==> src/rtl/fifo_unpack.sv <==
// Width down-converting FIFO: stores 32-bit packed words with a last-nibble index
// and hands them back one nibble per pop, with a flush/drain handshake.
module fifo_unpack #(
  parameter int unsigned DEPTH = 4
) (
  input  logic        clk,
  input  logic        reset,
  input  logic        fifo_wr_valid_i,
  input  logic [31:0] fifo_wr_data_i,
  input  logic [2:0]  fifo_wr_nib_cnt_i,
  output logic        fifo_data_avail_o,
  input  logic        fifo_rd_valid_i,
  output logic [3:0]  fifo_rd_data_o,
  input  logic        fifo_flush_i,
  output logic        fifo_flush_done_o,
  output logic        fifo_empty_o,
  output logic        fifo_full_o
);

  localparam int unsigned AW = $clog2(DEPTH);

  typedef enum logic [1:0] {IDLE, DRAIN, DONE} state_t;

  state_t      state;
  logic [31:0] mem_data [DEPTH];
  logic [2:0]  mem_cnt  [DEPTH];
  logic [AW:0] wr_ptr;
  logic [AW:0] rd_ptr;
  logic [2:0]  nib_idx;

  logic [31:0] head_data;
  logic [2:0]  head_cnt;
  logic        wr_en;
  logic        rd_en;

  assign fifo_empty_o      = (wr_ptr == rd_ptr);
  assign fifo_full_o       = (wr_ptr[AW] != rd_ptr[AW]) &&
                             (wr_ptr[AW-1:0] == rd_ptr[AW-1:0]);
  assign fifo_data_avail_o = !fifo_empty_o;
  assign fifo_flush_done_o = (state == DONE);

  assign head_data = mem_data[rd_ptr[AW-1:0]];
  assign head_cnt  = mem_cnt[rd_ptr[AW-1:0]];

  // Flags come from registered pointers, so a pop never frees a slot for a same-cycle write.
  assign wr_en = fifo_wr_valid_i && !fifo_full_o && (state == IDLE);
  assign rd_en = fifo_rd_valid_i && !fifo_empty_o;

  always_comb begin
    fifo_rd_data_o = '0;
    if (!fifo_empty_o) begin
      fifo_rd_data_o = head_data[{nib_idx, 2'b00} +: 4];
    end
  end

  always_ff @(posedge clk or posedge reset) begin
    if (reset) begin
      mem_data <= '{default: '0};
      mem_cnt  <= '{default: '0};
      wr_ptr   <= '0;
    end else if (wr_en) begin
      mem_data[wr_ptr[AW-1:0]] <= fifo_wr_data_i;
      mem_cnt[wr_ptr[AW-1:0]]  <= fifo_wr_nib_cnt_i;
      wr_ptr                   <= wr_ptr + 1'b1;
    end
  end

  always_ff @(posedge clk or posedge reset) begin
    if (reset) begin
      rd_ptr  <= '0;
      nib_idx <= '0;
    end else if (rd_en) begin
      if (nib_idx == head_cnt) begin
        rd_ptr  <= rd_ptr + 1'b1;
        nib_idx <= '0;
      end else begin
        nib_idx <= nib_idx + 3'd1;
      end
    end
  end

  always_ff @(posedge clk or posedge reset) begin
    if (reset) begin
      state <= IDLE;
    end else begin
      case (state)
        IDLE:    if (fifo_flush_i) state <= DRAIN;
        DRAIN: begin
          if (!fifo_flush_i)     state <= IDLE;
          else if (fifo_empty_o) state <= DONE;
        end
        DONE:    if (!fifo_flush_i) state <= IDLE;
        default: state <= IDLE;
      endcase
    end
  end

endmodule
==> config.mk <==
export PLATFORM = sky130hd
export DESIGN_NAME = fifo_unpack
export DESIGN_NICKNAME = d
export VERILOG_FILES = /design/src/rtl/fifo_unpack.sv
export SDC_FILE = /design/constraint.sdc
export NUM_CORES = 1
export LEC_CHECK = 0
export CORE_MARGIN = 8
export CORE_UTILIZATION = 55
export CTS_CLUSTER_DIAMETER = 60
export DETAILED_ROUTE_END_ITERATION = 8
export PLACE_DENSITY = 0.75
export SLEW_MARGIN = 20
export SYNTH_ARGS = -nofsm -noshare
export SYNTH_HDL_FRONTEND = slang
export SYNTH_SLANG_ARGS = --single-unit
==> constraint.sdc <==
create_clock -name clk -period 10.45 [get_ports clk]
set_input_delay 1.045 -clock clk [delete_from_list [all_inputs] [get_ports clk]]
set_output_delay 1.045 -clock clk [all_outputs]
set_load 0.01 [all_outputs]
==> reports/qor.yml, run 1 <==
run_status: "finished clean"
critPathBufInv: 2
cts_max_path_buffers: 2
fin_skew_ps: 6.88
cts_tree: "built"
synth_flop_cell: "dfrtp_1"
max-slew-margin-rel: 0.273
routed_wl_mm: 14.0
grt_antenna_before_repair: 0
reg2regPathDepth: 5
max_stage_delay_ps: 630
dp.cells: 638
chipHeight_um: 128
slew_violations: 0
ant_nets: 0
cts_resized: 0
cts_htree_levels: 4
synth_nets: 486
timing.rr.end: "mem_data[72]"
nets: 531
area_delta_synth_final_pct: 16.9
post-route-drc-count: 0
drt_iter0_drc: 251
hold_viol_final: 0
synth_edf_count: 0
multi_input_area_um2: 3010
endpoint: "fifo_rd_data_o[1]"
die_w_um: 128
ios: 48
port_buffers: 47
synth_cell_types: 33
yosysWarnings: 0
wl_per_cell_um: 20.9
arrival_ps: 3300
pre_cts_ws_ps: 6540
r2r-start: "rd_ptr[1]"
synth_area_per_cell_um2: 15.8
synth_area_um2: 6940
dieArea_um2: 16500
gp_congestion: 0.721
crit_type: "reg2out"
setup_violations: 0
reg2reg_slack_ps: 7470
regArea_um2: 3780
clkLatencyLatePin_ps: 410
drv_cap: 0
period_minus_slack_ps: 4340
clkTransAtPathRegs_ps: 60
post_cts.repair.setup_buffers: 0
fin_crit_sh: 0.416
worstHoldPathType: "reg2reg"
max_freq_mhz: 230
ir_worst_vdd_v: 0.000176
fillers: 935
ys_seq_area_frac: 0.544
grt_pass1_wl_mm: 23.3
num_vias: 3890
root_buffer: "clkbuf_16"
slowest_stage: "dfrtp_1"
n_antenna_cell: 0
worstPathMaxFanout: 16
rows: 41
ys_ff_latch: 151
worst_pin_slew_ps: 1090
crit_path_end_kind: "primary output"
cellPowerDensity_nw_per_um2: 343
postCtsHoldBufs: 0
cp_top_family: "buffers and inverters"
startpoint: "nib_idx[0]"
grt_remaining_overflow: 0
rsz0062_at_grt: "false"
grt_usage: 0.185
hpwlAfterDp_mm: 8.76
cp_cell_sequence: "buf_4, mux4_2, nor2b_1, a211oi_1, a21oi_1, o22ai_1, nor3_1, clkdlybuf4s50_1"
core-area_um2: 12500
viasPerCell: 5.81
p_leak_nw: 3.46
totalNegativeSetupSlack_ps: 0
drive_gt1_frac: 0.438
cp.required_ps: 9410
cts.sinks: 151
crit_cells: 8
start_util: 0.557
drtPass1Iterations: 4
cts_buffers: 17
setup_ws_ps: 6110
startpoint_type: "flop"
synthCells: 440
grt_max_degree: 96
ys_async_sr_fraction: 1.00
grt_pass1_vias: 4340
stdcell_count: 670
==> cell usage after synthesis (2+ instances only) <==
| cell | n | share of area |
|---|---|---|
| dfrtp_1 | 151 | 0.54 |
| o22ai_1 | 4 | 0.0036 |
| nand2_1 | 5 | 0.0027 |
| nand2b_1 | 3 | 0.0027 |
| buf_2 | 13 | 0.0094 |
| nor2b_1 | 5 | 0.0045 |
| inv_1 | 5 | 0.0027 |
| buf_1 | 6 | 0.0032 |
| and3_1 | 4 | 0.0036 |
| mux2_2 | 144 | 0.23 |
| nor3_1 | 4 | 0.0029 |
| xor2_1 | 3 | 0.0038 |
| mux4_2 | 34 | 0.11 |
| mux2i_1 | 12 | 0.017 |
| clkbuf_1 | 2 | 0.0011 |
| a211oi_1 | 3 | 0.0032 |
| nor2_1 | 2 | 0.0011 |
| nand2_2 | 4 | 0.0036 |
| a21oi_1 | 4 | 0.0029 |
| xnor2_1 | 9 | 0.011 |
| o21ai_0 | 2 | 0.0014 |
| ha_1 | 6 | 0.011 |
| buf_6 | 4 | 0.0065 |
| nand3_1 | 2 | 0.0014 |
==> worst min-delay path by stage <==
stage                      start            to  slack, ps  depth (start not counted)
finish                 wr_ptr[2]     wr_ptr[2]        490                          1
global route        mem_data[54]  mem_data[54]        510                          1
CTS                    wr_ptr[2]     wr_ptr[2]        490                          1
detailed placement     wr_ptr[2]     wr_ptr[2]        480                          1
global placement       wr_ptr[2]     wr_ptr[2]        480                          1
floorplan              rd_ptr[2]     rd_ptr[2]        460                          1
==> cells in the final DEF, fill, tap and decap left out, drive strengths merged, types with 2 or more instances in the layout <==
master         count
nor2b              5
mux4              34
clkinv             4
buf                4
nor3               4
inv                5
nand2              9
bufinv             3
mux2             144
clkbuf            24
nor2               2
clkdlybuf4s50     47
o22ai              4
o21ai              2
xor2               3
mux2i             12
a211oi             3
ha                 6
nand2b             3
xnor2              9
dfrtp            151
nand3              2
and3               4
a21oi              4
==> sequential cells by signal, indices dropped and copies added, names as in the netlist <==
name and count:
state 2, mem_data 128, wr_ptr 3, nib_idx 3
mem_cnt 12, rd_ptr 3
==> final cells by class <==
type	count	share of cell area
repair buffers	51	0.0616
inverters	5	0.00293
clock inverters	8	0.0149
multi-input cells	259	0.370
clock buffers	24	0.0581
well taps	172	0.0265
flip-flops and latches	151	0.466
==> layer usage <==
metal | routed length, um | share of wire | track usage | vias to the layer above
met4 | 123 | 0.0088 | 0.0476 | 0
met3 | 513 | 0.037 | 0.0517 | 10
met2 | 7270 | 0.52 | 0.310 | 60
met1 | 6090 | 0.43 | 0.232 | 2097
li1 | - | - | - | 1723
met5 | 0 | 0 | 0 | -
==> cells by family after synthesis <==
family,synth area share
buffers and inverters,0.0229
adders and majority gates,0.0108
xor gates and xnor gates,0.0151
muxes,0.361
DFF,0.544
AOI/OAI and AO/OA,0.0160
and+or+nand+nor,0.0299
==> per-stage QoR <==
step / instance area, um^2 / hold slack [ps] / util / power (W)
finish: 8120 / 491 / 0.651 / 0.00279
global route: 8120 / 510 / 0.651 / 0.00295
CTS: 8120 / 493 / 0.651 / 0.00282
detailed placement: 7530 / 481 / 0.604 / 0.00219
global placement: 7530 / 481 / 0.604 / 0.00214
floorplan: 6940 / 464 / - / 0.00187
==> power by group <==
part,internal [W],switching [W]
Combinational,0.000667,0.000452
Clock,0.000388,0.000225
Sequential,0.000881,0.000176
Note: power is estimated with default switching activity, not from simulation.
==> run 2, diff against run 1 <==
Settings changed: CORE_UTILIZATION 55 to 53, PLACE_DENSITY 0.75 to 0.76.
Clock period 10.45 ns to 3.8 ns, I/O delays scaled along.
==> reports/qor.yml, run 2 (synthesis results as in run 1) <==
grt_pass1_vias: 4301
gp_congestion: 0.756
drt_iter0_drc: 188
grt_pass1_wl_mm: 23.3
cts_buffers: 17
p_sw_w: 0.00237
ios: 48
max_freq_mhz: 283
clkLatencyLatePin_ps: 420
post_cts.repair.setup_buffers: 0
drive_gt1_frac: 0.454
largest_reg_flops: 128
cts_resized: 0
chipHeight_um: 130
rows: 42
cts_max_path_buffers: 2
num_vias: 3927
post-route-drc-count: 0
cellPowerDensity_nw_per_um2: 940
regMostFlops: "mem_data"
worst_pin_slew_ps: 606
nets: 540
rsz0062_at_grt: "false"
regArea_um2: 3780
ant_nets: 0
cts.sinks: 151
start_util: 0.533
reg_top3: "mem_data: 128 flops, mem_cnt: 12 flops"
n_antenna_cell: 0
port_buffers: 47
p_leak_nw: 3.53
p_seq_frac: 0.380
grt_max_degree: 89
crit_type: "reg2out"
grt_antenna_before_repair: 0
totalNegativeSetupSlack_ps: 0
period_minus_slack_ps: 3540
crit_path_end_kind: "primary output"
hpwlAfterDp_mm: 9.43
root_buffer: "clkbuf_16"
ir_worst_vdd_v: 0.000468
grt_remaining_overflow: 0
arrival_ps: 3160
slew_violations: 0
hold_slack_ps: 376
area_delta_synth_final_pct: 18.8
p_comb_frac: 0.401
drv_cap: 0
final_common_cell: "dfrtp_1"
wl_per_cell_um: 20.6
p_clk_frac: 0.219
die_w_um: 130
cts_htree_levels: 4
dieArea_um2: 17000
grt_usage: 0.184
hold_viol_final: 0
routed_wl_mm: 14.1
fin_crit_sh: 0.931
final_cell_mix: "dfrtp_1, mux2_2, clkdlybuf4s50_1"
drtPass1Iterations: 4
cts_tree: "built"
cp.required_ps: 3420
fillers: 991
viasPerCell: 5.75
postCtsHoldBufs: 0
worstHoldPathType: "in2async"
startpoint_type: "flop"
multi_input_area_um2: 3010
core-area_um2: 13000
swShare: 0.305
worstPathMaxFanout: 20
run_status: "finished clean"
clkTransAtPathRegs_ps: 60
setup_violations: 0
internal-power_w: 0.00539
fin_skew_ps: 6.01
max-slew-margin-rel: 0.595
-- run 2: cell types whose count changed in the layout (fill, tap and decap cells not counted) --
cell / previous run / this run
buf_12: 0 / 4
buf_4: 4 / 9
clkbuf_1: 5 / 2
clkbuf_8: 2 / 3
clkinv_2: 3 / 7
clkinv_4: 1 / 0
inv_6: 1 / 0
-- run 2: per-layer routing --
| metal | track usage | part of all wire | vias up |
|---|---|---|---|
| met5 | 0 | 0 | - |
| met3 | 0.0459 | 0.041 | 22 |
| met2 | 0.293 | 0.50 | 71 |
| met4 | 0.0763 | 0.018 | 0 |
| met1 | 0.238 | 0.44 | 2093 |
| li1 | - | - | 1741 |
-- run 2: area by class of cell --
cell class,count,area share
well taps,176,0.0267
clock buffers,22,0.0575
clock inverters,10,0.0152
repair buffers,60,0.0750
multi-input cells,259,0.365
flip-flops and latches,151,0.458
inverters,5,0.00273
-- run 2: final timing paths --
kind / end / cells after the start / from / slack (ps)
setup / recovery: fifo_rd_data_o[2] / 7 / rd_ptr[0] / 260
hold / removal: mem_data[101] / 2 / reset / 380
setup reg to reg: mem_data[76] / 6 / rd_ptr[0] / 1000
hold reg to reg: rd_ptr[2] / 1 / rd_ptr[2] / 490
max in group asynchronous: rd_ptr[0] / 3 / reset / 2530
min in group clk: rd_ptr[2] / 1 / rd_ptr[2] / 490
-- run 2: critical path, cell delays in order, from the launching register on --
cell	delay (ps)
dfrtp_2	720
buf_12	270
mux4_2	510
mux2i_1	340
a21oi_1	120
o22ai_1	170
nor3_1	80
clkdlybuf4s50_1	500
-- run 2: metrics by stage --
step	cell area [um^2]	power (W)	setup WS [ps]	cells	util
after floorplan	6950	0.00516	1490	440	-
after global placement	7650	0.00594	681	651	0.587
after detailed placement	7650	0.00610	691	651	0.587
after CTS	8250	0.00783	221	683	0.633
after global routing	8250	0.00820	88.7	683	0.633
final	8250	0.00775	263	683	0.633
-- run 2: power by group through the flow --
stage / Combinational, W / Sequential [W] / Clock (W)
final: 0.00311 / 0.00295 / 0.00170
after global routing: 0.00335 / 0.00306 / 0.00180
after CTS: 0.00315 / 0.00295 / 0.00173
after detailed placement: 0.00313 / 0.00297 / 0
after global placement: 0.00304 / 0.00290 / 0
after floorplan: 0.00244 / 0.00272 / 0
==> run 3, diff against run 2 <==
Settings changed: CORE_UTILIZATION 53 to 35, PLACE_DENSITY 0.76 to unset, SLEW_MARGIN 20 to unset.
==> reports/qor.yml, run 3 (synthesis results as in run 1) <==
cts_buffers: 17
wl_per_cell_um: 19.6
rows: 51
rsz0062_at_grt: "false"
drv_cap: 0
grt_antenna_before_repair: 1
run_status: "finished clean"
arrival_ps: 3090
setup_ws_ps: 328
core-area_um2: 19500
ant_nets: 0
ios: 48
post_cts.repair.setup_buffers: 0
worstPathMaxFanout: 28
totalNegativeSetupSlack_ps: 0
reg_top3: "mem_data: 128 flops, mem_cnt: 12 flops"
start_util: 0.357
clkTransAtPathRegs_ps: 60
grt_pass1_wl_mm: 24.0
crit_type: "reg2out"
clkLatencyLatePin_ps: 430
ir_worst_vdd_v: 0.000261
slew_violations: 0
period_minus_slack_ps: 3470
area_delta_synth_final_pct: 20.8
dieArea_um2: 24600
fin_crit_sh: 0.914
r2r-start: "rd_ptr[0]"
grt_usage: 0.132
n_antenna_cell: 0
fin_skew_ps: 10.1
regMostFlops: "mem_data"
grt_max_degree: 55
chipHeight_um: 157
p_leak_nw: 3.52
drive_gt1_frac: 0.458
num_vias: 3886
drtPass1Iterations: 4
die_w_um: 157
power_w: 0.00784
max_freq_mhz: 288
reg2reg_slack_ps: 950
hold_viol_final: 0
final_cell_mix: "dfrtp_1, mux2_2, clkdlybuf4s50_1"
critPathBufInv: 2
largest_reg_flops: 128
root_buffer: "clkbuf_16"
viasPerCell: 5.03
worst_pin_slew_ps: 681
pre_cts_ws_ps: 512
cts_tree: "built"
cts_max_path_buffers: 2
startpoint_type: "flop"
reg2regPathDepth: 6
drt_iter0_drc: 158
slowest_stage: "dfrtp_4"
design_area_um2: 8390
cp_top_family: "buffers and inverters"
hpwlAfterDp_mm: 10.2
cts.sinks: 151
cellPowerDensity_nw_per_um2: 935
gp_congestion: 0.690
crit_path_end_kind: "primary output"
max_stage_delay_ps: 770
timing.rr.end: "mem_data[106]"
grt_pass1_vias: 4251
worstHoldPathType: "in2async"
cp.required_ps: 3420
postCtsHoldBufs: 0
grt_remaining_overflow: 0
final_common_cell: "dfrtp_1"
routed_wl_mm: 15.2
nets: 540
post-route-drc-count: 0
dpl-instance-area_um2: 7750
max-slew-margin-rel: 0.545
setup_violations: 0
port_buffers: 47
cp_cell_sequence: "buf_4, mux4_2, mux2i_1, a21oi_1, o22ai_1, nor3_1, clkdlybuf4s50_1"
cts_resized: 0
cts_htree_levels: 4
-- run 3: layout make-up --
cell class / instances / area, um^2
Clock buffer: 18 / 439
Clock inverter: 14 / 198
Fill cell: 1722 / 11100
Inverter: 5 / 22.5
Multi-Input combinational cell: 259 / 3010
Sequential cell: 151 / 3780
Tap cell: 265 / 332
Timing Repair Buffer: 60 / 606
-- run 3: layer usage --
| metal | part of all wire | global-route usage | vias to the layer above | routed length, um |
|---|---|---|---|---|
| li1 | - | - | 1740 | - |
| met1 | 0.44 | 0.159 | 2052 | 6640 |
| met2 | 0.49 | 0.212 | 68 | 7450 |
| met3 | 0.051 | 0.0452 | 24 | 771 |
| met4 | 0.019 | 0.0517 | 2 | 281 |
| met5 | 0.00059 | 0 | - | 9 |
-- run 3: power breakdown --
part	internal, W	switching (W)	leakage [nW]	total, W
logic	0.00187	0.00123	1.40	0.00310
registers	0.00242	0.000524	1.82	0.00295
clock network	0.00112	0.000673	0.295	0.00179
total	0.00541	0.00243	3.52	0.00784
-- run 3: worst reg2reg max path: stages (launching register included) --
cell and delay [ps]:
dfrtp_4 770, xnor2_1 160, and3_1 250, nor4b_4 490
nand2_2 450, buf_12 320, mux2_2 300
-- run 3: through the flow --
stage	cells	hold WS, ps	utilization
after floorplan	440	464	-
after detailed placement	740	482	0.398
after CTS	772	405	0.431
after global placement	740	478	0.398
after global routing	772	440	0.431
final	772	404	0.431
-- run 3: worst max path at each step --
stage | start | endpoint | slack (ps) | cells after the start
2_1_floorplan | rd_ptr[1] | fifo_rd_data_o[0] | 1490 | 6
3_3_place_gp | rd_ptr[0] | fifo_rd_data_o[1] | 570 | 6
3_5_place_dp | rd_ptr[0] | fifo_rd_data_o[2] | 510 | 7
4_1_cts | rd_ptr[0] | fifo_rd_data_o[2] | 40 | 7
5_1_grt | rd_ptr[0] | fifo_rd_data_o[2] | 160 | 7
6_report | rd_ptr[0] | fifo_rd_data_o[2] | 330 | 7
